`src/rtl/ram_arbiter_pkg.sv`:
```
// Shared definitions for the VIC/CPU RAM arbiter: state encoding, requester
// indices and a width helper for the starvation counter.
package ram_arbiter_pkg;

    typedef enum logic {
        ST_INIT = 1'b0,
        ST_RUN  = 1'b1
    } arb_state_t;

    localparam int REQ_VIC = 0;
    localparam int REQ_CPU = 1;
    localparam int NUM_REQ = 2;

    // Bits needed to hold values 0..limit.
    function automatic int cnt_width(input int limit);
        return (limit < 2) ? 1 : $clog2(limit + 1);
    endfunction

endpackage

```
`src/rtl/ram_arbiter_if.sv`:
```
// Bundle of requester, grant/response and RAM-side signals of the arbiter.
interface ram_arbiter_if #(
    parameter int ADDR_WIDTH = 16,
    parameter int DATA_WIDTH = 8
);
    logic                  vic_req;
    logic [ADDR_WIDTH-1:0] vic_a;
    logic                  cpu_req;
    logic                  cpu_we;
    logic [ADDR_WIDTH-1:0] cpu_a;
    logic [DATA_WIDTH-1:0] cpu_di;
    logic                  vic_gnt;
    logic                  cpu_gnt;
    logic                  vic_rvalid;
    logic                  cpu_rvalid;
    logic [DATA_WIDTH-1:0] rdata;
    logic                  init_done;
    logic                  ram_enable;
    logic                  ram_we;
    logic [ADDR_WIDTH-1:0] ram_a;
    logic [DATA_WIDTH-1:0] ram_di;
    logic [DATA_WIDTH-1:0] ram_do;

    modport slave (
        input  vic_req, vic_a, cpu_req, cpu_we, cpu_a, cpu_di, ram_do,
        output vic_gnt, cpu_gnt, vic_rvalid, cpu_rvalid, rdata, init_done,
        output ram_enable, ram_we, ram_a, ram_di
    );

    modport master (
        output vic_req, vic_a, cpu_req, cpu_we, cpu_a, cpu_di,
        input  vic_gnt, cpu_gnt, vic_rvalid, cpu_rvalid, rdata, init_done
    );

    modport ram (
        input  ram_enable, ram_we, ram_a, ram_di,
        output ram_do
    );
endinterface

```
`src/rtl/ram_arb_prio.sv`:
```
// Two-requester priority decision: VIC wins contested cycles unless the CPU
// has waited long enough to trip the starvation threshold.
module ram_arb_prio (
    input  logic i_vic_req,
    input  logic i_cpu_req,
    input  logic i_starve_hit,
    output logic o_vic_gnt,
    output logic o_cpu_gnt
);
    logic w_cpu_wins;

    assign w_cpu_wins = i_cpu_req && (!i_vic_req || i_starve_hit);
    assign o_cpu_gnt  = w_cpu_wins;
    assign o_vic_gnt  = i_vic_req && !w_cpu_wins;
endmodule

```
`src/rtl/ram_arbiter.sv`:
```
// Shares one synchronous RAM between a read-only VIC and a read/write CPU,
// with an optional clear-sweep of the whole RAM after reset.
module ram_arbiter
    import ram_arbiter_pkg::*;
#(
    parameter int                    ADDR_WIDTH   = 16,
    parameter int                    DATA_WIDTH   = 8,
    parameter int                    INIT_EN      = 1,
    parameter logic [DATA_WIDTH-1:0] FILL_VALUE   = '0,
    parameter int                    STARVE_LIMIT = 7
) (
    input  logic          clk,
    input  logic          reset,
    ram_arbiter_if.slave  bus
);
    localparam int         SW          = cnt_width(STARVE_LIMIT);
    localparam arb_state_t RESET_STATE = (INIT_EN != 0) ? ST_INIT : ST_RUN;
    localparam logic       RESET_DONE  = (INIT_EN == 0);

    arb_state_t            r_state;
    arb_state_t            w_state_next;
    logic [ADDR_WIDTH-1:0] r_sweep;
    logic [ADDR_WIDTH-1:0] w_sweep_next;
    logic [SW-1:0]         r_starve;
    logic                  r_init_done;
    logic [NUM_REQ-1:0]    r_rvalid;
    logic [NUM_REQ-1:0]    w_rd_gnt;
    logic                  w_run;
    logic                  w_starve_hit;
    logic                  w_vic_gnt;
    logic                  w_cpu_gnt;

    assign w_run        = (r_state == ST_RUN);
    assign w_starve_hit = (r_starve == SW'(STARVE_LIMIT));

    ram_arb_prio u_prio (
        .i_vic_req    (w_run && bus.vic_req),
        .i_cpu_req    (w_run && bus.cpu_req),
        .i_starve_hit (w_starve_hit),
        .o_vic_gnt    (w_vic_gnt),
        .o_cpu_gnt    (w_cpu_gnt)
    );

    always_comb begin
        w_state_next = r_state;
        w_sweep_next = r_sweep;
        if (r_state == ST_INIT) begin
            w_sweep_next = r_sweep + ADDR_WIDTH'(1);
            if (&r_sweep) begin
                w_state_next = ST_RUN;
            end
        end
    end

    always_ff @(posedge clk or posedge reset) begin
        if (reset) begin
            r_state     <= RESET_STATE;
            r_sweep     <= '0;
            r_init_done <= RESET_DONE;
        end else begin
            r_state     <= w_state_next;
            r_sweep     <= w_sweep_next;
            r_init_done <= (w_state_next == ST_RUN);
        end
    end

    // A CPU that is granted, or stops asking, starts its wait count afresh.
    always_ff @(posedge clk or posedge reset) begin
        if (reset) begin
            r_starve <= '0;
        end else if (w_run && bus.cpu_req && !w_cpu_gnt) begin
            r_starve <= r_starve + SW'(1);
        end else begin
            r_starve <= '0;
        end
    end

    assign w_rd_gnt[REQ_VIC] = w_vic_gnt;
    assign w_rd_gnt[REQ_CPU] = w_cpu_gnt && !bus.cpu_we;

    always_ff @(posedge clk or posedge reset) begin
        if (reset) begin
            r_rvalid <= '0;
        end else begin
            r_rvalid <= w_rd_gnt;
        end
    end

    always_comb begin
        bus.ram_enable = 1'b0;
        bus.ram_we     = 1'b0;
        bus.ram_a      = '0;
        bus.ram_di     = '0;
        if (r_state == ST_INIT) begin
            bus.ram_enable = 1'b1;
            bus.ram_we     = 1'b1;
            bus.ram_a      = r_sweep;
            bus.ram_di     = FILL_VALUE;
        end else if (w_cpu_gnt) begin
            bus.ram_enable = 1'b1;
            bus.ram_we     = bus.cpu_we;
            bus.ram_a      = bus.cpu_a;
            bus.ram_di     = bus.cpu_di;
        end else if (w_vic_gnt) begin
            bus.ram_enable = 1'b1;
            bus.ram_a      = bus.vic_a;
        end
    end

    assign bus.vic_gnt    = w_vic_gnt;
    assign bus.cpu_gnt    = w_cpu_gnt;
    assign bus.vic_rvalid = r_rvalid[REQ_VIC];
    assign bus.cpu_rvalid = r_rvalid[REQ_CPU];
    assign bus.init_done  = r_init_done;
    assign bus.rdata      = bus.ram_do;
endmodule
```
`src/flat_wrapper.sv`:
```
// flat-port wrapper written by rule: the top's interface ports become plain ports
module ram_arbiter_flat import ram_arbiter_pkg::*;
#(
    parameter int                    ADDR_WIDTH   = 16,
    parameter int                    DATA_WIDTH   = 8,
    parameter int                    INIT_EN      = 1,
    parameter logic [DATA_WIDTH-1:0] FILL_VALUE   = '0,
    parameter int                    STARVE_LIMIT = 7
)
  (clk, reset, bus_vic_req, bus_vic_a, bus_cpu_req, bus_cpu_we, bus_cpu_a, bus_cpu_di, bus_ram_do, bus_vic_gnt, bus_cpu_gnt, bus_vic_rvalid, bus_cpu_rvalid, bus_rdata, bus_init_done, bus_ram_enable, bus_ram_we, bus_ram_a, bus_ram_di);
  ram_arbiter_if #(.ADDR_WIDTH(ADDR_WIDTH), .DATA_WIDTH(DATA_WIDTH)) bus_i ();
  input  logic clk;
  input  logic reset;
  input wire logic [$bits(bus_i.vic_req)-1:0] bus_vic_req;
  input wire logic [$bits(bus_i.vic_a)-1:0] bus_vic_a;
  input wire logic [$bits(bus_i.cpu_req)-1:0] bus_cpu_req;
  input wire logic [$bits(bus_i.cpu_we)-1:0] bus_cpu_we;
  input wire logic [$bits(bus_i.cpu_a)-1:0] bus_cpu_a;
  input wire logic [$bits(bus_i.cpu_di)-1:0] bus_cpu_di;
  input wire logic [$bits(bus_i.ram_do)-1:0] bus_ram_do;
  output wire logic [$bits(bus_i.vic_gnt)-1:0] bus_vic_gnt;
  output wire logic [$bits(bus_i.cpu_gnt)-1:0] bus_cpu_gnt;
  output wire logic [$bits(bus_i.vic_rvalid)-1:0] bus_vic_rvalid;
  output wire logic [$bits(bus_i.cpu_rvalid)-1:0] bus_cpu_rvalid;
  output wire logic [$bits(bus_i.rdata)-1:0] bus_rdata;
  output wire logic [$bits(bus_i.init_done)-1:0] bus_init_done;
  output wire logic [$bits(bus_i.ram_enable)-1:0] bus_ram_enable;
  output wire logic [$bits(bus_i.ram_we)-1:0] bus_ram_we;
  output wire logic [$bits(bus_i.ram_a)-1:0] bus_ram_a;
  output wire logic [$bits(bus_i.ram_di)-1:0] bus_ram_di;
  assign bus_i.vic_req = bus_vic_req;
  assign bus_i.vic_a = bus_vic_a;
  assign bus_i.cpu_req = bus_cpu_req;
  assign bus_i.cpu_we = bus_cpu_we;
  assign bus_i.cpu_a = bus_cpu_a;
  assign bus_i.cpu_di = bus_cpu_di;
  assign bus_i.ram_do = bus_ram_do;
  assign bus_vic_gnt = bus_i.vic_gnt;
  assign bus_cpu_gnt = bus_i.cpu_gnt;
  assign bus_vic_rvalid = bus_i.vic_rvalid;
  assign bus_cpu_rvalid = bus_i.cpu_rvalid;
  assign bus_rdata = bus_i.rdata;
  assign bus_init_done = bus_i.init_done;
  assign bus_ram_enable = bus_i.ram_enable;
  assign bus_ram_we = bus_i.ram_we;
  assign bus_ram_a = bus_i.ram_a;
  assign bus_ram_di = bus_i.ram_di;
  ram_arbiter #(.ADDR_WIDTH(ADDR_WIDTH), .DATA_WIDTH(DATA_WIDTH), .INIT_EN(INIT_EN), .FILL_VALUE(FILL_VALUE), .STARVE_LIMIT(STARVE_LIMIT)) u_core (.clk(clk), .reset(reset), .bus(bus_i));
endmodule
```
`config.mk`:
```
export PLATFORM = sky130hd
export DESIGN_NAME = ram_arbiter_flat
export DESIGN_NICKNAME = d
export VERILOG_FILES = /design/src/rtl/ram_arbiter_pkg.sv /design/src/rtl/ram_arbiter_if.sv /design/src/rtl/ram_arb_prio.sv /design/src/rtl/ram_arbiter.sv /design/src/flat_wrapper.sv
export SDC_FILE = /design/constraint.sdc
export NUM_CORES = 1
export LEC_CHECK = 0
export CAP_MARGIN = 20
export CORE_ASPECT_RATIO = 0.5
export CORE_MARGIN = 8
export CORE_UTILIZATION = 31
export DETAILED_ROUTE_END_ITERATION = 8
export DONT_BUFFER_PORTS = 1
export GPL_TIMING_DRIVEN = 0
export PLACE_DENSITY = 0.48
export RECOVER_POWER = 25
export SLEW_MARGIN = 40
export SYNTH_ARGS = -nofsm -noshare
export SYNTH_HDL_FRONTEND = slang
export SYNTH_HIERARCHICAL = 1
export SYNTH_SLANG_ARGS = --single-unit
```
`constraint.sdc`:
```
create_clock -name clk -period 3.24 [get_ports clk]
set_input_delay 0.648 -clock clk [delete_from_list [all_inputs] [get_ports clk]]
set_output_delay 0.648 -clock clk [all_outputs]
set_load 0.03 [all_outputs]
```
==> metrics.md <==
| Metric | Value |
|---|---|
| Ys async rst share | `100%` |
| Largest stage delay on the critical path | `~0.54 ns` |
| Nets | `about 230` |
| Total clock buffers created by CTS | `3` |
| Static Leak | `0.000800 µW` |
| Synth warnings | `6` |
| Reg2Reg Launch Point | `u_core/bus.init_done` |
| TritonCTS clock tree | `done` |
| FF/Latch Area | `around 550 µm²` |
| Final Hold Viols | `0` |
| Max-cap violation count | `0` |
| FF-to-FF End | `u_core/r_rvalid[1]` |
| Post-route DRC | `0` |
| Period utilization | `a little over nine tenths` |
| IO Pins | `slightly above 90` |
| Number of diodes | `0` |
| Crit path max-delay family | `buffers and inverters` |
| Post-Synth Simple-Gate Area | `between 20% and 30%` |
| Avg Cell Area, Syn | `a little under 9 µm²` |
| Syn_nets | `roughly 210` |
| Max-slew violations | `0` |
| GP Congestion | `~0.76` |
| Post-Synthesis Cells | `roughly 160` |
| Cell row count | `17` |
| Min Tclk post-route | `approximately 3.1 ns` |
| Highest Clock Rate | `0.322 GHz` |
| Maximum vdd drop | `about 130 µV` |
| Clock buffer depth | `2` |
| Total grt overflow | `0` |
| Worst R2R Path Depth | `8` |
| Tot Pwr | `about 470 µW` |
| Hold WS | `around 0.44 ns` |
| CP most frequent cell | `buf_4` |
| Hpwl dp | `3210 µm` |
| Mux contribution to synthesized area | `less than 1%` |
| FF+latch count, synth | `22` |
| Starting density of the core | `about a third` |
| Worst skew pair latency | `~0.26 ns` |
| Post-DRT Antenna Nets | `0` |
| CP startpoint kind | `register` |
| Layout cells sized above 1 | `approximately a third` |
| Vias in the first global route | `between 1000 and 1500` |
| Clk sinks | `22` |
| Top FF cell, synth | `dfrtp_1` |
| Reg clk slew, reported paths | `approximately 0.08 ns` |
| Via density | `a little over 5` |
| Htree depth | `1` |
| Slowest cell on the critical path | `dfrtp_2` |
| Distinct cells, synth | `30` |
| Crit path max fanout | `8` |
| CTS Root Cell | `clkbuf_8` |
| RSZ-0062 raised after global routing | `yes` |
| Finish-stage setup viols | `0` |
| Detailed Route WL | `between 4000 and 5000 µm` |
| WL/cell | `~18 µm` |
| Number of flops mapped to enable cells by yosys | `0` |
| Cts hold-fix bufs | `0` |
| CP endpoint kind | `output pin` |
| CP required | `approximately 2.6 ns` |
| Status | `finished, final reports clean` |
| GRT Overall Usage | `11.2%` |
| WP buf/inv | `6` |
| Iteration-0 DRC Markers | `46` |
| Adder-cell area share of the yosys netlist | `under 10%` |
| Pwr Density | `about 270 mW/mm²` |
| Setup CP Type | `reg -> out` |
| Sequential share of the synthesized area | `roughly two fifths` |
| Critical Path AT | `between 2 and 2.5 ns` |
| Die W | `approximately 110 µm` |
| Layout area overhead | `22.3%` |
| Clk_skew | `~0.0033 ns` |
| Largest net degree at the start of global routing | `23` |
| Worst reg2reg setup slack | `around 1.2 ns` |
| First-pass DRT Iterations | `6` |
| Initial antenna violation count | `0` |
| Cell Area, Synth | `between 0.001 and 0.0015 mm²` |
| Combinational family with the most area after synthesis | `simple AND/OR/NAND/NOR gates` |
| Via count | `around 1200` |
| Fillers | `around 420` |
| CP Cell Sequence | `buf_8, buf_4, nand2_2, inv_2, a21boi_4, nor2b_1, buf_4, clkbuf_16, buf_4, a221oi_4, nor2_4` |
| Worst min path class | `in -> async` |
| Core area | `between 0.004 and 0.005 mm²` |
| Final Util | `39.3%` |
| Die Y-Extent | `63.7 µm` |
| Area of the multi-input gates | `between 800 and 900 µm²` |
| Port bufs | `0` |
| Global-route wire length before repair | `between 6000 and 7000 µm` |
| Die area | `0.00709 mm²` |
| Sum Neg Setup Slack | `0 ns` |
| Post-synthesis compound-gate area fraction | `11.6%` |
| Relative slew margins | `a little over two fifths` |
| XOR/XNOR Fraction of Synth Area | `9.33%` |
| Worst slew pin tran | `roughly 0.85 ns` |
-- how the worst max path moves through the flow --
stage                     depth (start not counted)            end                  from  slack, ns
final                                            11  bus_ram_a[11]  u_core/bus.init_done       0.14
after global routing                             11  bus_ram_a[11]  u_core/bus.init_done     -0.005
after CTS                                         9  bus_ram_a[11]  u_core/bus.init_done      0.006
after detailed placement                          9  bus_ram_a[11]  u_core/bus.init_done      -0.51
after global placement                            9  bus_ram_a[10]  u_core/bus.init_done      -0.48
after floorplan                                   9   bus_ram_a[5]  u_core/bus.init_done       0.03
-- stage by stage --
step / instances / instance area (µm²) / setup WS (ns)
2_1_floorplan: 158 / 1440 / 0.0308
3_3_place_gp: 215 / 1510 / -0.480
3_5_place_dp: 215 / 1510 / -0.509
4_1_cts: 220 / 1630 / 0.00574
5_1_grt: 225 / 1720 / -0.00508
6_report: 225 / 1720 / 0.139
-- where the power goes --
part | switching, µW | internal [µW]
registers | 0 | 274
logic | 18.0 | 6.59
clock network | 85.3 | 83.0
total | 103 | 364
-- cell families (layout without fill, tap and decap cells) --
kind of cell               after synthesis  after routing
AOI/OAI and AO/OA                       19             19
xor gates and xnor gates                15             15
muxes                                    1              1
and+or+nand+nor                         76             76
buffers and inverters                   22             32
adders and majority gates                3              3
DFF                                     22             22
-- layer usage --
| metal | track usage, % | share of wire (%) |
|---|---|---|
| met5 | 0 | 0 |
| met4 | 2.31 | 0.46 |
| met3 | 4.72 | 6.8 |
| met2 | 18.5 | 49 |
| met1 | 13.2 | 44 |
-- state kept, by name, indices dropped and copies added, names as in the netlist --
name and flops:
u_core/r_starve 3, u_core/r_rvalid 2, u_core/r_sweep 16, u_core/bus.init_done 1
-- synth_stat cells (2+ instances only) --
master | count | area share (%)
nor2_1 | 36 | 9.6
dfrtp_1 | 22 | 39
a221oi_1 | 16 | 9.9
and3_1 | 9 | 4.0
xnor2_1 | 9 | 5.6
buf_4 | 8 | 4.3
clkbuf_1 | 7 | 1.9
nand2_1 | 7 | 1.9
xor2_1 | 6 | 3.7
and2_1 | 5 | 2.2
nand3_1 | 5 | 1.8
buf_2 | 3 | 1.1
ha_1 | 3 | 2.7
inv_1 | 3 | 0.80
nand4_1 | 3 | 1.3
nor2b_1 | 2 | 0.89
-- final cells by class --
| class | instances | share of cell area, % |
|---|---|---|
| multi-input cells | 114 | 48.4 |
| plain buffers | 18 | 8.13 |
| flip-flops and latches | 22 | 32.0 |
| repair buffers | 7 | 4.07 |
| inverters | 4 | 0.871 |
| clock buffers | 3 | 2.40 |
| well taps | 57 | 4.14 |
-- cell usage in the layout (no fill, tap or decap), types with 2 or more instances in the layout --
cell | netlist | routed
xor2_1 | 6 | 6
dfrtp_1 | 22 | 21
buf_4 | 8 | 15
and3_1 | 9 | 2
nand4_1 | 3 | 3
a21boi_4 | 0 | 2
clkbuf_8 | 0 | 3
xnor2_1 | 9 | 9
nor2_2 | 0 | 12
nand2_1 | 7 | 6
and2_1 | 5 | 4
nor2_1 | 36 | 23
nand3_1 | 5 | 5
clkbuf_1 | 7 | 2
buf_8 | 0 | 3
inv_1 | 3 | 2
and3_2 | 0 | 7
nor2b_1 | 2 | 2
clkbuf_2 | 0 | 3
a221oi_1 | 16 | 15
ha_1 | 3 | 3
-- worst register-to-register path, delay by kind of cell, from the launching register on --
kind                   cells  cell delay (ns)
AND/OR/NAND/NOR            2             0.20
AO/OA/AOI/OAI              1             0.34
buffers and inverters      5             0.86
flip-flops                 1             0.54
-- what timing repair did --
item	4_1_cts	5_1_grt
buffers inserted	2	4
setup endpoints to repair	26	24
pin swaps	1	3
resized for setup	26	10
cloned	0	1
Note: power is estimated with default switching activity, not from simulation.
